[config.mk]
export PLATFORM = sky130hd
export DESIGN_NAME = i2c_poll_scheduler
export DESIGN_NICKNAME = d
export VERILOG_FILES = /design/src/rtl/i2c_poll_pkg.sv /design/src/rtl/poll_rr_pick.sv /design/src/rtl/i2c_poll_scheduler.sv
export SDC_FILE = /design/constraint.sdc
export NUM_CORES = 1
export LEC_CHECK = 0
export CORE_UTILIZATION = 54
export DETAILED_ROUTE_END_ITERATION = 16
export PLACE_DENSITY = 0.85
export SYNTH_ARGS = -nofsm -noshare
export SYNTH_HDL_FRONTEND = slang
export SYNTH_HIERARCHICAL = 1
export SYNTH_SLANG_ARGS = --single-unit
[constraint.sdc]
create_clock -name clk -period 5.15 [get_ports clk]
set_input_delay 1.2875 -clock clk [delete_from_list [all_inputs] [get_ports clk]]
set_output_delay 1.2875 -clock clk [all_outputs]
set_load 0.005 [all_outputs]
[src/rtl/i2c_poll_pkg.sv]
// Shared types and widths for the I2C poll scheduler.
// Optional feature macro: I2C_POLL_CHANGE_IRQ_EN (see i2c_poll_scheduler.sv).
package i2c_poll_pkg;

    localparam int ADDR_W = 7;
    localparam int DATA_W = 8;
    localparam int TMR_W  = 24;
    localparam int IDX_W  = 3;

    typedef enum logic [2:0] {
        ST_IDLE  = 3'd0,
        ST_PICK  = 3'd1,
        ST_ISSUE = 3'd2,
        ST_WAIT  = 3'd3,
        ST_CHECK = 3'd4,
        ST_FAIL  = 3'd5,
        ST_GAP   = 3'd6
    } state_t;

endpackage

[src/rtl/poll_rr_pick.sv]
// Combinational round-robin finder: first enabled device after cur_i,
// wrapping modulo NUM_DEV; falls back to cur_i itself when it is the only one.
module poll_rr_pick
    import i2c_poll_pkg::*;
#(
    parameter int NUM_DEV = 4
) (
    input  logic [NUM_DEV-1:0] mask_i,
    input  logic [IDX_W-1:0]   cur_i,
    output logic [IDX_W-1:0]   nxt_o,
    output logic               any_o
);

    logic [7:0]     mask_pad;
    logic [IDX_W:0] idx;

    // Scan offsets from farthest to nearest so the nearest hit is the one that sticks.
    always_comb begin
        // NOTE: every variable gets a value before any branch, so no latch is inferred.
        mask_pad = '0;
        mask_pad[NUM_DEV-1:0] = mask_i;
        idx   = '0;
        nxt_o = cur_i;
        any_o = |mask_i;
        for (int k = NUM_DEV; k >= 1; k--) begin
            idx = {1'b0, cur_i} + (IDX_W + 1)'(k);
            if (idx >= (IDX_W + 1)'(NUM_DEV)) begin
                idx = idx - (IDX_W + 1)'(NUM_DEV);
            end
            if (mask_pad[idx[IDX_W-1:0]]) begin
                nxt_o = idx[IDX_W-1:0];
            end
        end
    end

endmodule

[src/rtl/i2c_poll_scheduler.sv]
// Round-robin poller sharing one I2C read engine among NUM_DEV devices,
// with per-device result capture, retry on NACK/timeout and sticky fail flags.
// Optional: define I2C_POLL_CHANGE_IRQ_EN to add a sticky change/fail irq.
module i2c_poll_scheduler
    import i2c_poll_pkg::*;
#(
    parameter int          NUM_DEV   = 4,
    parameter logic [15:0] GAP_CYC   = 16'd5000,
    parameter logic [23:0] TMO_CYC   = 24'd2000000,
    parameter int          MAX_RETRY = 2
) (
    input  logic                      clk,
    input  logic                      reset,
    input  logic                      poll_en,
    input  logic [NUM_DEV-1:0]        dev_mask,
    input  logic [ADDR_W*NUM_DEV-1:0] dev_addr,
    output logic                      eng_start,
    output logic [ADDR_W-1:0]         eng_addr,
    input  logic                      eng_done,
    input  logic                      eng_ack,
    input  logic [DATA_W-1:0]         eng_rdata,
    output logic [DATA_W*NUM_DEV-1:0] rd_data,
    output logic [NUM_DEV-1:0]        rd_upd,
    output logic [NUM_DEV-1:0]        dev_fail,
    output logic [IDX_W-1:0]          cur_dev,
    output logic                      busy
`ifdef I2C_POLL_CHANGE_IRQ_EN
    ,
    input  logic                      irq_clr,
    output logic                      irq
`endif
);

    state_t                    state_q;
    logic [IDX_W-1:0]          cur_q;
    logic [IDX_W-1:0]          pick_idx;
    logic                      pick_any;
    logic [ADDR_W-1:0]         pick_addr;
    logic [ADDR_W-1:0]         eng_addr_q;
    logic                      eng_start_q;
    logic [TMR_W-1:0]          tmr_q;
    logic [2:0]                retry_q;
    logic [DATA_W*NUM_DEV-1:0] rd_q;
    logic [NUM_DEV-1:0]        upd_q;
    logic [NUM_DEV-1:0]        fail_q;
    logic                      tmo_hit;
    logic                      gap_hit;
    logic                      retry_left;

    poll_rr_pick #(.NUM_DEV(NUM_DEV)) u_pick (
        .mask_i (dev_mask),
        .cur_i  (cur_q),
        .nxt_o  (pick_idx),
        .any_o  (pick_any)
    );

    // Address of the device the round-robin search would pick now.
    always_comb begin
        pick_addr = '0;
        for (int i = 0; i < NUM_DEV; i++) begin
            if (pick_idx == IDX_W'(i)) begin
                pick_addr = dev_addr[i*ADDR_W +: ADDR_W];
            end
        end
    end

    // Timer compares are written as (tmr+1 >= limit) so a zero limit cannot underflow.
    assign tmo_hit    = ({1'b0, tmr_q} + 25'd1) >= {1'b0, TMO_CYC};
    assign gap_hit    = ({1'b0, tmr_q} + 25'd1) >= 25'(GAP_CYC);
    assign retry_left = retry_q < 3'(MAX_RETRY);

    // Main sequencer: pick, start, wait for completion, capture or retry, then idle gap.
    always_ff @(posedge clk or posedge reset) begin
        if (reset) begin
            state_q     <= ST_IDLE;
            cur_q       <= '0;
            eng_addr_q  <= '0;
            eng_start_q <= 1'b0;
            tmr_q       <= '0;
            retry_q     <= '0;
            rd_q        <= '0;
            upd_q       <= '0;
            fail_q      <= '0;
        end else begin
            // NOTE: non-blocking assignments keep every register update in step at the edge.
            upd_q <= '0;
            tmr_q <= tmr_q + 1'b1;
            unique case (state_q)
                ST_IDLE: begin
                    tmr_q <= '0;
                    if (poll_en && pick_any) begin
                        state_q <= ST_PICK;
                    end
                end
                ST_PICK: begin
                    tmr_q <= '0;
                    if (pick_any) begin
                        cur_q       <= pick_idx;
                        eng_addr_q  <= pick_addr;
                        eng_start_q <= 1'b1;
                        state_q     <= ST_ISSUE;
                    end else begin
                        state_q <= ST_IDLE;
                    end
                end
                ST_ISSUE: begin
                    // Engine accepting the start has priority over a same-cycle timeout.
                    if (!eng_done) begin
                        eng_start_q <= 1'b0;
                        tmr_q       <= '0;
                        state_q     <= ST_WAIT;
                    end else if (tmo_hit) begin
                        eng_start_q <= 1'b0;
                        tmr_q       <= '0;
                        state_q     <= ST_FAIL;
                    end
                end
                ST_WAIT: begin
                    if (eng_done) begin
                        tmr_q   <= '0;
                        state_q <= ST_CHECK;
                    end else if (tmo_hit) begin
                        tmr_q   <= '0;
                        state_q <= ST_FAIL;
                    end
                end
                ST_CHECK: begin
                    tmr_q <= '0;
                    if (eng_ack) begin
                        for (int i = 0; i < NUM_DEV; i++) begin
                            if (cur_q == IDX_W'(i)) begin
                                rd_q[i*DATA_W +: DATA_W] <= eng_rdata;
                                upd_q[i]                 <= 1'b1;
                                fail_q[i]                <= 1'b0;
                            end
                        end
                        retry_q <= '0;
                        state_q <= ST_GAP;
                    end else begin
                        state_q <= ST_FAIL;
                    end
                end
                ST_FAIL: begin
                    tmr_q <= '0;
                    if (retry_left) begin
                        retry_q     <= retry_q + 3'd1;
                        eng_start_q <= 1'b1;
                        state_q     <= ST_ISSUE;
                    end else begin
                        for (int i = 0; i < NUM_DEV; i++) begin
                            if (cur_q == IDX_W'(i)) begin
                                fail_q[i] <= 1'b1;
                            end
                        end
                        retry_q <= '0;
                        state_q <= ST_GAP;
                    end
                end
                ST_GAP: begin
                    if (!pick_any) begin
                        tmr_q   <= '0;
                        state_q <= ST_IDLE;
                    end else if (gap_hit) begin
                        tmr_q   <= '0;
                        state_q <= poll_en ? ST_PICK : ST_IDLE;
                    end
                end
                default: begin
                    tmr_q   <= '0;
                    state_q <= ST_IDLE;
                end
            endcase
        end
    end

    assign eng_start = eng_start_q;
    assign eng_addr  = eng_addr_q;
    assign rd_data   = rd_q;
    assign rd_upd    = upd_q;
    assign dev_fail  = fail_q;
    assign cur_dev   = cur_q;
    assign busy      = (state_q != ST_IDLE) && (state_q != ST_GAP);

`ifdef I2C_POLL_CHANGE_IRQ_EN
    logic [DATA_W-1:0] cur_rd;
    logic              cur_fail;
    logic              irq_set;
    logic              irq_q;

    // Previous byte and fail flag of the device being serviced.
    always_comb begin
        cur_rd   = '0;
        cur_fail = 1'b0;
        for (int i = 0; i < NUM_DEV; i++) begin
            if (cur_q == IDX_W'(i)) begin
                cur_rd   = rd_q[i*DATA_W +: DATA_W];
                cur_fail = fail_q[i];
            end
        end
    end

    assign irq_set = ((state_q == ST_CHECK) && eng_ack && (eng_rdata != cur_rd)) ||
                     ((state_q == ST_FAIL) && !retry_left && !cur_fail);

    // Sticky interrupt; a new set event beats a same-cycle clear.
    always_ff @(posedge clk or posedge reset) begin
        if (reset) begin
            irq_q <= 1'b0;
        end else if (irq_set) begin
            irq_q <= 1'b1;
        end else if (irq_clr) begin
            irq_q <= 1'b0;
        end
    end

    assign irq = irq_q;
`endif

endmodule

==> flow_metrics.tcl <==
set metrics [dict create \
    ys_warn_count 6 \
    cts_resized 0 \
    layoutNonFillerInstCount 625 \
    diodes 0 \
    crit_path_max_incr_delay_ns 0.86 \
    critical_path_class "primary input to flip-flop" \
    ant_nets 0 \
    met1_usage_pct 35.55 \
    grt_max_degree 52 \
    synth_cells 432 \
    finClkSkew_ns 0.01031 \
    syn2layout_area_growth_pct 28.42 \
    routed_wl_um 10570 \
    ir_drop_mv 0.4616 \
    start_util_pct 57.11 \
    place.gp.congestion 0.8780 \
    pwr-share-seq_pct 38.2 \
    layout-drive-gt1-share_pct 9.316 \
    num_vias 3686 \
    rsz0062_at_grt "no" \
    final_cell_mix "clkdlybuf4s50_1, nand2_1, dfrtp_1" \
    yosysUniqueCellTypes 58 \
    maxSlewHeadroom_pct 15.59 \
    die_y_um 90.75 \
    min_path_type "flip-flop to flip-flop" \
    outcome "finished clean" \
    grt_pass1_wl_um 17350 \
    die-width_um 90.75 \
    synth_flop_cell "dfrtp_1" \
    path_clk_slew_ns 0.09 \
    worstPathCellList "clkdlybuf4s50_1, mux4_2, o21ai_0, o21ai_0, xnor2_1, mux4_2, a22o_1" \
    startpoint_type "primary input" \
    synth-edff-count 0 \
    fp.dieArea_um2 8235 \
    worst_pin_slew_ns 1.256 \
    combPwrFrac_pct 43.0 \
    drc 0 \
    cp_num_buf_inv 1 \
    layout_min_cycle_time_ns 4.073 \
    max_freq_mhz 245.5 \
    post_cts_buffers 0 \
    clkLatencyLatePin_ns 0.36 \
    maxCapViolCount 0 \
    path_delay_family "multiplexers" \
    cts_tree "built" \
    cts-root-buf "clkbuf_8" \
    finalSetupViolCount 0 \
    finalNetCount 570 \
    swShare_pct 33.86 \
    dp_hpwl_um 7390 \
    grt_usage_pct 26.79 \
    port_buffers 96 \
    syn_area_um2 4253 \
    leakage_nw 2.306 \
    via_per_inst 5.898 \
    first_pass_iters 7 \
    required_ns 5.40 \
    grtUsageMet3_pct 3.367 \
    cts.path.max_buffers 2 \
    coreArea_um2 7447 \
    crit_fanout 8 \
    ys_seq_area_share_pct 47.66 \
    grt_overflow_total 0 \
    p_int_w 0.001720 \
    switchingPower_w 0.0008805 \
    fin_crit_sh_pct 79.09 \
    ys_seq_elements 81 \
    rows 31 \
    antenna_found_initial 0 \
    first_iter_violations 232 \
    cts_made_buffers 9 \
    grt_pass1_vias 3614 \
    endpoint_kind "flip-flop" \
    timing.setup.tns_ns 0 \
    wire_per_inst_um 16.91 \
    clockPowerShare_pct 18.8 \
    cts_hold_buf 0 \
    htree_levels 3 \
    syn_avg_cell_area_um2 9.845 \
    slew_viol_final 0 \
    layout_commonest_cell "clkdlybuf4s50_1" \
    io_pins 97 \
    hold_violations 0 \
    dp_cells 609 \
    cts_sinks 81 \
    seq_area_um2 2027 \
    multi_input_area_um2 2091 \
    crit_slowest_cell "xnor2_1" \
    powerDensity_nw_per_um2 476.2 \
    async_flop_share_pct 100.0 \
    critPathArrivalTime_ns 4.32 \
    fillCellCount 529 \
    use_met2_pct 43.56 \
    top_usage_layer "met2" \
]
==> path summary, 6_finish.rpt <==
path / end / slack (ns) / cells after the start / startpoint
hold reg to reg: rd_data[10]$_DFFE_PP0P_ / 0.48 / 2 / rd_data[10]$_DFFE_PP0P_
setup reg to reg: eng_addr[6]$_DFFE_PP0P_ / 1.38 / 8 / cur_dev[0]$_DFFE_PP0P_
setup / recovery: eng_addr[6]$_DFFE_PP0P_ / 1.08 / 7 / dev_mask[3]
hold / removal: rd_data[10]$_DFFE_PP0P_ / 0.48 / 2 / rd_data[10]$_DFFE_PP0P_
min in group asynchronous: rd_data[13]$_DFFE_PP0P_ / 1.48 / 2 / reset
max in group asynchronous: tmr_q[2]$_DFF_PP0_ / 2.85 / 3 / reset
==> logic make-up (layout without fill, tap and decap cells) <==
kind of cell	Yosys count	after routing	share of synthesized area [%]
adder cells (fa/ha/maj)	4	4	1.177
multiplexers	28	28	9.944
other	1	3	0.08818
AO/OA/AOI/OAI	69	69	10.92
AND/OR/NAND/NOR	195	195	22.12
buffers and inverters	31	123	3.354
XOR/XNOR	23	23	4.737
flip-flops	81	81	47.66
==> state kept, by name, summed over array words and instances, names as in the netlist <==
signal,cells
rd_data,32
tmr_q,24
eng_addr,7
dev_fail,4
rd_upd,4
cur_dev,3
retry_q,3
state_q,3
eng_start,1
==> per-stage QoR <==
step                      utilization [%]  hold slack (ns)  setup WS [ns]  area, um2  power (W)
after floorplan                         -           0.4592          1.676       4260   0.001625
after global placement              70.51           0.4504         0.8448       5251   0.002054
after detailed placement            70.51           0.4630         0.6750       5251   0.002113
after CTS                           73.34           0.4847          1.060       5461   0.002608
after global routing                73.34           0.5129         0.8751       5461   0.002744
final                               73.34           0.4780          1.077       5461   0.002601
==> worst reg2reg max path: cells and delay by family (launching register included) <==
kind | cells | cell delay, ns
AOI/OAI and AO/OA | 3 | 0.60
xor gates and xnor gates | 1 | 0.86
adders and majority gates | 1 | 0.41
buffers and inverters | 1 | 0.16
DFF | 1 | 0.72
muxes | 2 | 0.93
==> metal layers <==
layer	share of wire, %	up-vias
met5	0	-
met4	3.1	0
met3	5.5	26
met2	50	165
met1	42	1788
li1	-	1707
==> power by group through the flow <==
| stage | Clock, W | Sequential, W | Combinational, W |
|---|---|---|---|
| final | 0.000490 | 0.000992 | 0.00112 |
| after global routing | 0.000519 | 0.00102 | 0.00120 |
| after CTS | 0.000494 | 0.000990 | 0.00112 |
| after detailed placement | 0 | 0.00100 | 0.00111 |
| after global placement | 0 | 0.000990 | 0.00106 |
| after floorplan | 0 | 0.000938 | 0.000687 |
==> cell type report <==
cell class,count,area share [%]
Multi-Input combinational cell,322,38.28
Sequential cell,81,37.11
Timing Repair Buffer,98,17.87
Clock buffer,10,2.520
Tap cell,99,2.268
Clock inverter,6,1.329
Inverter,9,0.6186
==> cells in the mapped netlist (all sizes together), types with 2 or more instances <==
cell type / number / area share, %
a211oi: 3 / 0.53
xor2: 8 / 1.6
and4: 2 / 0.41
xnor2: 15 / 3.1
nand2b: 5 / 0.74
nor4: 7 / 1.7
nor2b: 3 / 0.44
a21boi: 4 / 0.71
inv: 7 / 0.62
o21ai: 10 / 1.2
dfrtp: 81 / 48
nand3: 15 / 1.8
nand2: 89 / 7.9
mux2: 14 / 3.7
buf: 10 / 1.5
a21o: 2 / 0.35
nand4: 9 / 1.6
a31oi: 3 / 0.44
nor2: 33 / 2.9
clkinv: 2 / 0.18
a22o: 7 / 1.4
o211ai: 2 / 0.35
or4: 4 / 0.71
mux4: 10 / 5.3
clkbuf: 12 / 1.1
a32o: 3 / 0.71
nor3: 10 / 1.2
mux2i: 4 / 0.94
or3: 4 / 0.59
ha: 4 / 1.2
nand3b: 2 / 0.35
and3: 7 / 1.0
a21oi: 24 / 2.8
No activity file was read; power rests on OpenSTA's default activity.
